==> config.mk <==
export PLATFORM = sky130hd
export DESIGN_NAME = axi4_rd_fifo
export DESIGN_NICKNAME = d
export VERILOG_FILES = /design/src/rtl/axi4_rd_fifo_pkg.sv /design/src/rtl/axi4_rd_fifo_packer.sv /design/src/rtl/axi4_rd_fifo.sv
export SDC_FILE = /design/constraint.sdc
export NUM_CORES = 2
export LEC_CHECK = 0
export CAP_MARGIN = 10
export CORE_MARGIN = 2
export CORE_UTILIZATION = 40
export DETAILED_ROUTE_END_ITERATION = 16
export RECOVER_POWER = 25
export SKIP_CTS_REPAIR_TIMING = 1
export SLEW_MARGIN = 0
export SYNTH_ARGS = -nofsm -noshare
export SYNTH_HDL_FRONTEND = slang
export SYNTH_SLANG_ARGS = --single-unit
==> constraint.sdc <==
create_clock -name clk -period 29.6 [get_ports clk]
set_input_delay 5.92 -clock clk [delete_from_list [all_inputs] [get_ports clk]]
set_output_delay 5.92 -clock clk [all_outputs]
set_load 0.005 [all_outputs]
==> src/rtl/axi4_rd_fifo_pkg.sv <==
// ---------------------------------------------------------------------------
// axi4_rd_fifo_pkg
//   Shared constants and types for the AXI4 read-side FIFO bridge.
//   - RESP_OKAY / RESP_DECERR : RRESP encodings used by the read FSM
//   - rd_state_e              : read channel FSM state type
// ---------------------------------------------------------------------------
package axi4_rd_fifo_pkg;

    localparam logic [1:0] RESP_OKAY   = 2'b00;
    localparam logic [1:0] RESP_DECERR = 2'b11;

    typedef enum logic [1:0] {
        ST_IDLE = 2'd0,
        ST_DATA = 2'd1,
        ST_ERR  = 2'd2
    } rd_state_e;

endpackage

==> src/rtl/axi4_rd_fifo_packer.sv <==
// ---------------------------------------------------------------------------
// dbi_rx_packer
//   Packs DBI RX PHY bytes into DATA_W words, first byte in the LSB lane.
//   A completed word is held until the word FIFO takes it; a partial word is
//   never released.
//   Ports:
//     clk, rst          : clock, synchronous active-high reset
//     drp_d_data_i/vld_i: incoming byte and its valid
//     drp_d_rdy_o       : byte accept (low only while a full word waits on a
//                         full FIFO)
//     fifo_full_i       : word FIFO is full
//     word_take_i       : FIFO consumes the held word this cycle
//     word_o/word_vld_o : assembled word and "complete" flag
// ---------------------------------------------------------------------------
module dbi_rx_packer #(
    parameter int DATA_W     = 256,
    parameter int DBI_IF_D_W = 8
) (
    input  logic                  clk,
    input  logic                  rst,
    input  logic [DBI_IF_D_W-1:0] drp_d_data_i,
    input  logic                  drp_d_vld_i,
    output logic                  drp_d_rdy_o,
    input  logic                  fifo_full_i,
    input  logic                  word_take_i,
    output logic [DATA_W-1:0]     word_o,
    output logic                  word_vld_o
);

    localparam int LANES = DATA_W / DBI_IF_D_W;
    localparam int CNT_W = (LANES > 1) ? $clog2(LANES) : 1;

    logic [LANES-1:0][DBI_IF_D_W-1:0] word_q, word_d;
    logic [CNT_W-1:0]                 cnt_q, cnt_d;
    logic                             cmpl_q, cmpl_d;
    logic                             byte_acc;

    // Bytes keep flowing across a word boundary as long as the held word can
    // drain this cycle; when the FIFO is not full the take happens in the
    // same cycle, so lane 0 of the next word never clobbers an unsent word.
    assign drp_d_rdy_o = ~cmpl_q | ~fifo_full_i;
    assign byte_acc    = drp_d_vld_i & drp_d_rdy_o;
    assign word_o      = word_q;
    assign word_vld_o  = cmpl_q;

    always_comb begin
        word_d = word_q;
        cnt_d  = cnt_q;
        cmpl_d = cmpl_q & ~word_take_i;
        if (byte_acc) begin
            word_d[cnt_q] = drp_d_data_i;
            if (cnt_q == CNT_W'(LANES - 1)) begin
                cnt_d  = '0;
                cmpl_d = 1'b1;
            end else begin
                cnt_d = cnt_q + 1'b1;
            end
        end
    end

    always_ff @(posedge clk) begin
        if (rst) begin
            word_q <= '0;
            cnt_q  <= '0;
            cmpl_q <= 1'b0;
        end else begin
            word_q <= word_d;
            cnt_q  <= cnt_d;
            cmpl_q <= cmpl_d;
        end
    end

endmodule

==> src/rtl/axi4_rd_fifo.sv <==
// ---------------------------------------------------------------------------
// axi4_rd_fifo
//   AXI4 read slave with a single mapped address. Bytes from the DBI RX PHY
//   are packed into DATA_W words and buffered in an R_FIFO_CAPAC-deep word
//   FIFO. A read burst to BASE_ADDR returns ARLEN+1 FIFO words (waiting for
//   them as needed); any other address returns ARLEN+1 DECERR beats with
//   zero data and leaves the FIFO alone.
//   Ports:
//     clk, rst     : clock, synchronous active-high reset
//     m_ar*        : AXI4 read address channel (slave side)
//     m_r*         : AXI4 read data channel (slave side)
//     drp_d_*      : byte stream from the DBI RX PHY
// ---------------------------------------------------------------------------
module axi4_rd_fifo
    import axi4_rd_fifo_pkg::*;
#(
    parameter int                DATA_W           = 256,
    parameter int                ADDR_W           = 32,
    parameter int                MST_ID_W         = 5,
    parameter int                TRANS_DATA_LEN_W = 8,
    parameter int                TRANS_RESP_W     = 2,
    parameter logic [ADDR_W-1:0] BASE_ADDR        = 32'h2000_0000,
    parameter int                DBI_IF_D_W       = 8,
    parameter int                R_FIFO_CAPAC     = 8
) (
    input  logic                        clk,
    input  logic                        rst,
    input  logic [MST_ID_W-1:0]         m_arid_i,
    input  logic [ADDR_W-1:0]           m_araddr_i,
    input  logic [TRANS_DATA_LEN_W-1:0] m_arlen_i,
    input  logic                        m_arvalid_i,
    output logic                        m_arready_o,
    output logic [MST_ID_W-1:0]         m_rid_o,
    output logic [DATA_W-1:0]           m_rdata_o,
    output logic [TRANS_RESP_W-1:0]     m_rresp_o,
    output logic                        m_rlast_o,
    output logic                        m_rvalid_o,
    input  logic                        m_rready_i,
    input  logic [DBI_IF_D_W-1:0]       drp_d_data_i,
    input  logic                        drp_d_vld_i,
    output logic                        drp_d_rdy_o
);

    localparam int PTR_W = $clog2(R_FIFO_CAPAC);

    // ---------------- packer ----------------
    logic [DATA_W-1:0] pk_word;
    logic              pk_vld;
    logic              fifo_full, fifo_empty;
    logic              push, pop;

    dbi_rx_packer #(
        .DATA_W     (DATA_W),
        .DBI_IF_D_W (DBI_IF_D_W)
    ) u_packer (
        .clk          (clk),
        .rst          (rst),
        .drp_d_data_i (drp_d_data_i),
        .drp_d_vld_i  (drp_d_vld_i),
        .drp_d_rdy_o  (drp_d_rdy_o),
        .fifo_full_i  (fifo_full),
        .word_take_i  (push),
        .word_o       (pk_word),
        .word_vld_o   (pk_vld)
    );

    // ---------------- word FIFO ----------------
    // Pointers carry one extra wrap bit to tell full from empty.
    logic [DATA_W-1:0] mem_q [R_FIFO_CAPAC];
    logic [PTR_W:0]    wr_ptr_q, wr_ptr_d;
    logic [PTR_W:0]    rd_ptr_q, rd_ptr_d;

    assign fifo_empty = (wr_ptr_q == rd_ptr_q);
    assign fifo_full  = (wr_ptr_q[PTR_W] != rd_ptr_q[PTR_W]) &&
                        (wr_ptr_q[PTR_W-1:0] == rd_ptr_q[PTR_W-1:0]);

    // A pop frees a slot in the same cycle, so a full FIFO still accepts.
    assign push = pk_vld & (~fifo_full | pop);

    always_comb begin
        wr_ptr_d = wr_ptr_q + {{PTR_W{1'b0}}, push};
        rd_ptr_d = rd_ptr_q + {{PTR_W{1'b0}}, pop};
    end

    always_ff @(posedge clk) begin
        if (push) begin
            mem_q[wr_ptr_q[PTR_W-1:0]] <= pk_word;
        end
    end

    // ---------------- read FSM ----------------
    rd_state_e                   state_q, state_d;
    logic [MST_ID_W-1:0]         arid_q, arid_d;
    logic [TRANS_DATA_LEN_W-1:0] len_q, len_d;
    logic [TRANS_DATA_LEN_W-1:0] beat_q, beat_d;
    logic                        ar_hs, r_hs, last;

    assign ar_hs = m_arvalid_i & m_arready_o;
    assign r_hs  = m_rvalid_o & m_rready_i;
    assign last  = (beat_q == len_q);
    assign pop   = (state_q == ST_DATA) & ~fifo_empty & m_rready_i;

    always_ff @(posedge clk) begin
        if (rst) begin
            state_q  <= ST_IDLE;
            arid_q   <= '0;
            len_q    <= '0;
            beat_q   <= '0;
            wr_ptr_q <= '0;
            rd_ptr_q <= '0;
        end else begin
            state_q  <= state_d;
            arid_q   <= arid_d;
            len_q    <= len_d;
            beat_q   <= beat_d;
            wr_ptr_q <= wr_ptr_d;
            rd_ptr_q <= rd_ptr_d;
        end
    end

    always_comb begin
        state_d = state_q;
        arid_d  = arid_q;
        len_d   = len_q;
        beat_d  = beat_q;
        case (state_q)
            ST_IDLE: begin
                if (ar_hs) begin
                    arid_d  = m_arid_i;
                    len_d   = m_arlen_i;
                    beat_d  = '0;
                    state_d = (m_araddr_i == BASE_ADDR) ? ST_DATA : ST_ERR;
                end
            end
            ST_DATA, ST_ERR: begin
                if (r_hs) begin
                    beat_d = beat_q + 1'b1;
                    if (last) begin
                        state_d = ST_IDLE;
                    end
                end
            end
            default: state_d = ST_IDLE;
        endcase
    end

    // Outputs depend only on registered state/FIFO head, so they hold
    // steady while the master stalls.
    always_comb begin
        m_arready_o = 1'b0;
        m_rvalid_o  = 1'b0;
        m_rdata_o   = '0;
        m_rresp_o   = '0;
        m_rlast_o   = 1'b0;
        m_rid_o     = '0;
        case (state_q)
            ST_IDLE: m_arready_o = 1'b1;
            ST_DATA: begin
                m_rvalid_o = ~fifo_empty;
                m_rdata_o  = mem_q[rd_ptr_q[PTR_W-1:0]];
                m_rresp_o  = TRANS_RESP_W'(RESP_OKAY);
                m_rlast_o  = last;
                m_rid_o    = arid_q;
            end
            ST_ERR: begin
                m_rvalid_o = 1'b1;
                m_rresp_o  = TRANS_RESP_W'(RESP_DECERR);
                m_rlast_o  = last;
                m_rid_o    = arid_q;
            end
            default: ;
        endcase
    end

endmodule

==> reports/metrics.cfg <==
[status]
outcome = finished clean

[power_and_ir_drop]
combinationalPowerShare = 0.009
switching_share = 0.198
p_int_mw = 5.20
p_leak_nw = 32.6
p_total_mw = 6.49
pwr-share-seq = 0.547
peakVddDrop_v = 0.0000579
switching_power_mw = 1.28
power_density_mw_per_mm2 = 62.4
clkPwrFrac = 0.444

[die]
start_util = 0.403
design.core.area_mm2 = 0.223
die_h_um = 477
rows = 173
die_w_um = 477
ios = 325
dieArea_mm2 = 0.228

[synthesis]
syn_area_mm2 = 0.0896
synth_fp_nets = 4469
synth_cells = 4398
ys_seq_area_frac = 0.752
synth_flop_cell = edfxtp_1
avgSynthCellArea_um2 = 20.4
postSynth.asyncResetShare = 0
yosysUniqueCellTypes = 51
ys_ff_latch = 2341
ys_warn_count = 0
synth_edf_count = 2048

[clocking]
cts_tree = built
clk_pin_slew_ps = 60
root_buffer = clkbuf_16
htreeDepth = 4
cts_buffers = 232
insertion_delay_ps = 880
clock_sinks = 2341
clockBufferDepth = 3

[timing]
worst_pin_slew_ps = 1130
relSlewSlack = 0.249
fin_crit_ps = 13320
setup_violations = 0
tns_ps = 0
hold_violations = 0
drv_slew = 0
skew_ps = 56.8
rsz0062_at_grt = no
whs_ps = 452
finalCritPeriodShare = 0.450
fmax_mhz = 75.1

[place]
portBuffers = 324
place_congestion = 0.694
dp_hpwl_mm = 102
place_inst = 7511

[setup_path]
worst_ep_arrival_time_ps = 7400
cp.required_ps = 23680
path_max_fanout = 113
critPathKind = flip-flop to output pin
r2r_slack_ps = 22900
crit_path_end_kind = output pin
cp-start-kind = flip-flop

[drt]
first_iter_violations = 3654
drtAntennaViolNets = 0
wirelength_mm = 207
drt-vias-per-instance = 5.31
firstDrtPassIters = 5
wl_per_cell_um = 26.0
vias = 42300
drc_errors = 0

[global_routing]
track_usage = 0.180
grt_pass1_vias = 44100
grt_overflow = 0
antenna_found_initial = 6
grt_pass1_wl_mm = 301
grt_max_degree = 151

[layout]
instances_no_fill = 7953
nNetsFinal = 4841
final_common_cell = edfxtp_1
syn_to_final_growth_pct = 16.0
n_fill_cell = 18600
layout_common_cells = 2048 x edfxtp_1, 513 x mux2i_1, 512 x mux4_2
drive_gt1_frac = 0.198

[hold_path]
hold_class = flip-flop to flip-flop

[job]
drv_cap = 0

[synthesized netlist by cell type (all sizes together) (2+ instances only)]
library cell,count,area [um^2]
o2111ai,16,420
nor3,4,20.0
a211oi,13,203
nor2,278,1040
edfxtp,2048,61500
o21ai,6,30.0
nand3,9,45.0
or3,2,12.5
nand2b,4,25.0
a311oi,2,17.5
mux2i,513,5130
and3b,2,17.5
clkbuf,157,589
dfxtp,293,5870
o2bb2ai,2,17.5
ha,13,163
xnor2,11,96.3
xor2,6,52.6
inv,7,26.3
or4,2,15.0
and3,2,12.5
nor2b,262,1640
and2,8,50.1
nand2,64,240
nor4,8,65.1
buf,100,430
nor3b,3,37.5
o2111a,4,45.0
a21oi,25,125
mux4,512,11500
nand4,4,25.0
a31oi,7,43.8
[layout make-up]
class	instances	area [um^2]	area share
flip-flops and latches	2341	67400	0.648
multi-input cells	1793	21300	0.205
clock buffers	333	6510	0.0626
repair buffers	395	3910	0.0376
well taps	2975	3720	0.0358
clock inverters	105	1070	0.0103
inverters	7	26.3	0.000253
diodes	4	10.0	0.0000963
[state kept, by name, summed over array words and instances (netlist names)]
name and count:
state_q 2, wr_ptr_q 4, mem_q 2048, len_q 8
rd_ptr_q 4, u_packer.cnt_q 5, arid_q 5, beat_q 8
u_packer.word_o 256, u_packer.word_vld_o 1
[stage by stage]
step	worst slack [ps]	util	instance area [um^2]
3_3_place_gp	16870	0.433	96300
3_5_place_dp	16830	0.433	96300
5_1_grt	15450	0.467	104000
4_1_cts	15870	0.467	104000
6_report	16280	0.467	104000
2_1_floorplan	4890	-	89600
[worst max-delay path, cell delays in order (launching register included)]
cell             delay (ps)
dfxtp_4                 950
buf_12                  650
buf_4                   880
buf_4                   850
buf_4                   750
buf_4                   670
mux4_2                  580
mux2i_1                 230
nor2b_1                  80
clkdlybuf4s50_1         450
[logic make-up (layout without fill, tap and decap cells)]
group | count (synthesis) | after routing | share of synthesized area
flops | 2341 | 2341 | 0.752
mux | 1025 | 1025 | 0.186
simple gates | 657 | 657 | 0.0367
buf+inv | 264 | 840 | 0.0117
compound gates | 81 | 81 | 0.0106
xor+xnor | 17 | 17 | 0.00166
fa+ha+maj | 13 | 13 | 0.00181
other cells | 0 | 4 | 0
[power by group through the flow]
stage,clock (mW),combinational [mW],sequential [mW]
after detailed placement,0,0.0603,3.62
after CTS,2.95,0.0604,3.55
after global placement,0,0.0600,3.62
final,2.88,0.0590,3.55
after global routing,3.08,0.0626,3.54
after floorplan,0,0.0263,3.62
[final timing paths]
kind | endpoint | cells after the start | from
setup / recovery | m_rdata_o[66] | 9 | rd_ptr_q[0]
setup reg to reg | mem_q[3][180] | 10 | rd_ptr_q[0]
hold / removal | arid_q[3] | 2 | arid_q[3]
hold reg to reg | arid_q[3] | 2 | arid_q[3]
[per-layer routing]
| layer | vias up | share of wire | global-route usage |
|---|---|---|---|
| met2 | 1077 | 0.48 | 0.292 |
| met5 | - | 0 | 0 |
| met1 | 22600 | 0.45 | 0.253 |
| met3 | 233 | 0.053 | 0.0304 |
| met4 | 0 | 0.018 | 0.0432 |
| li1 | 18400 | - | - |
Power figures use the tool's default switching activity.
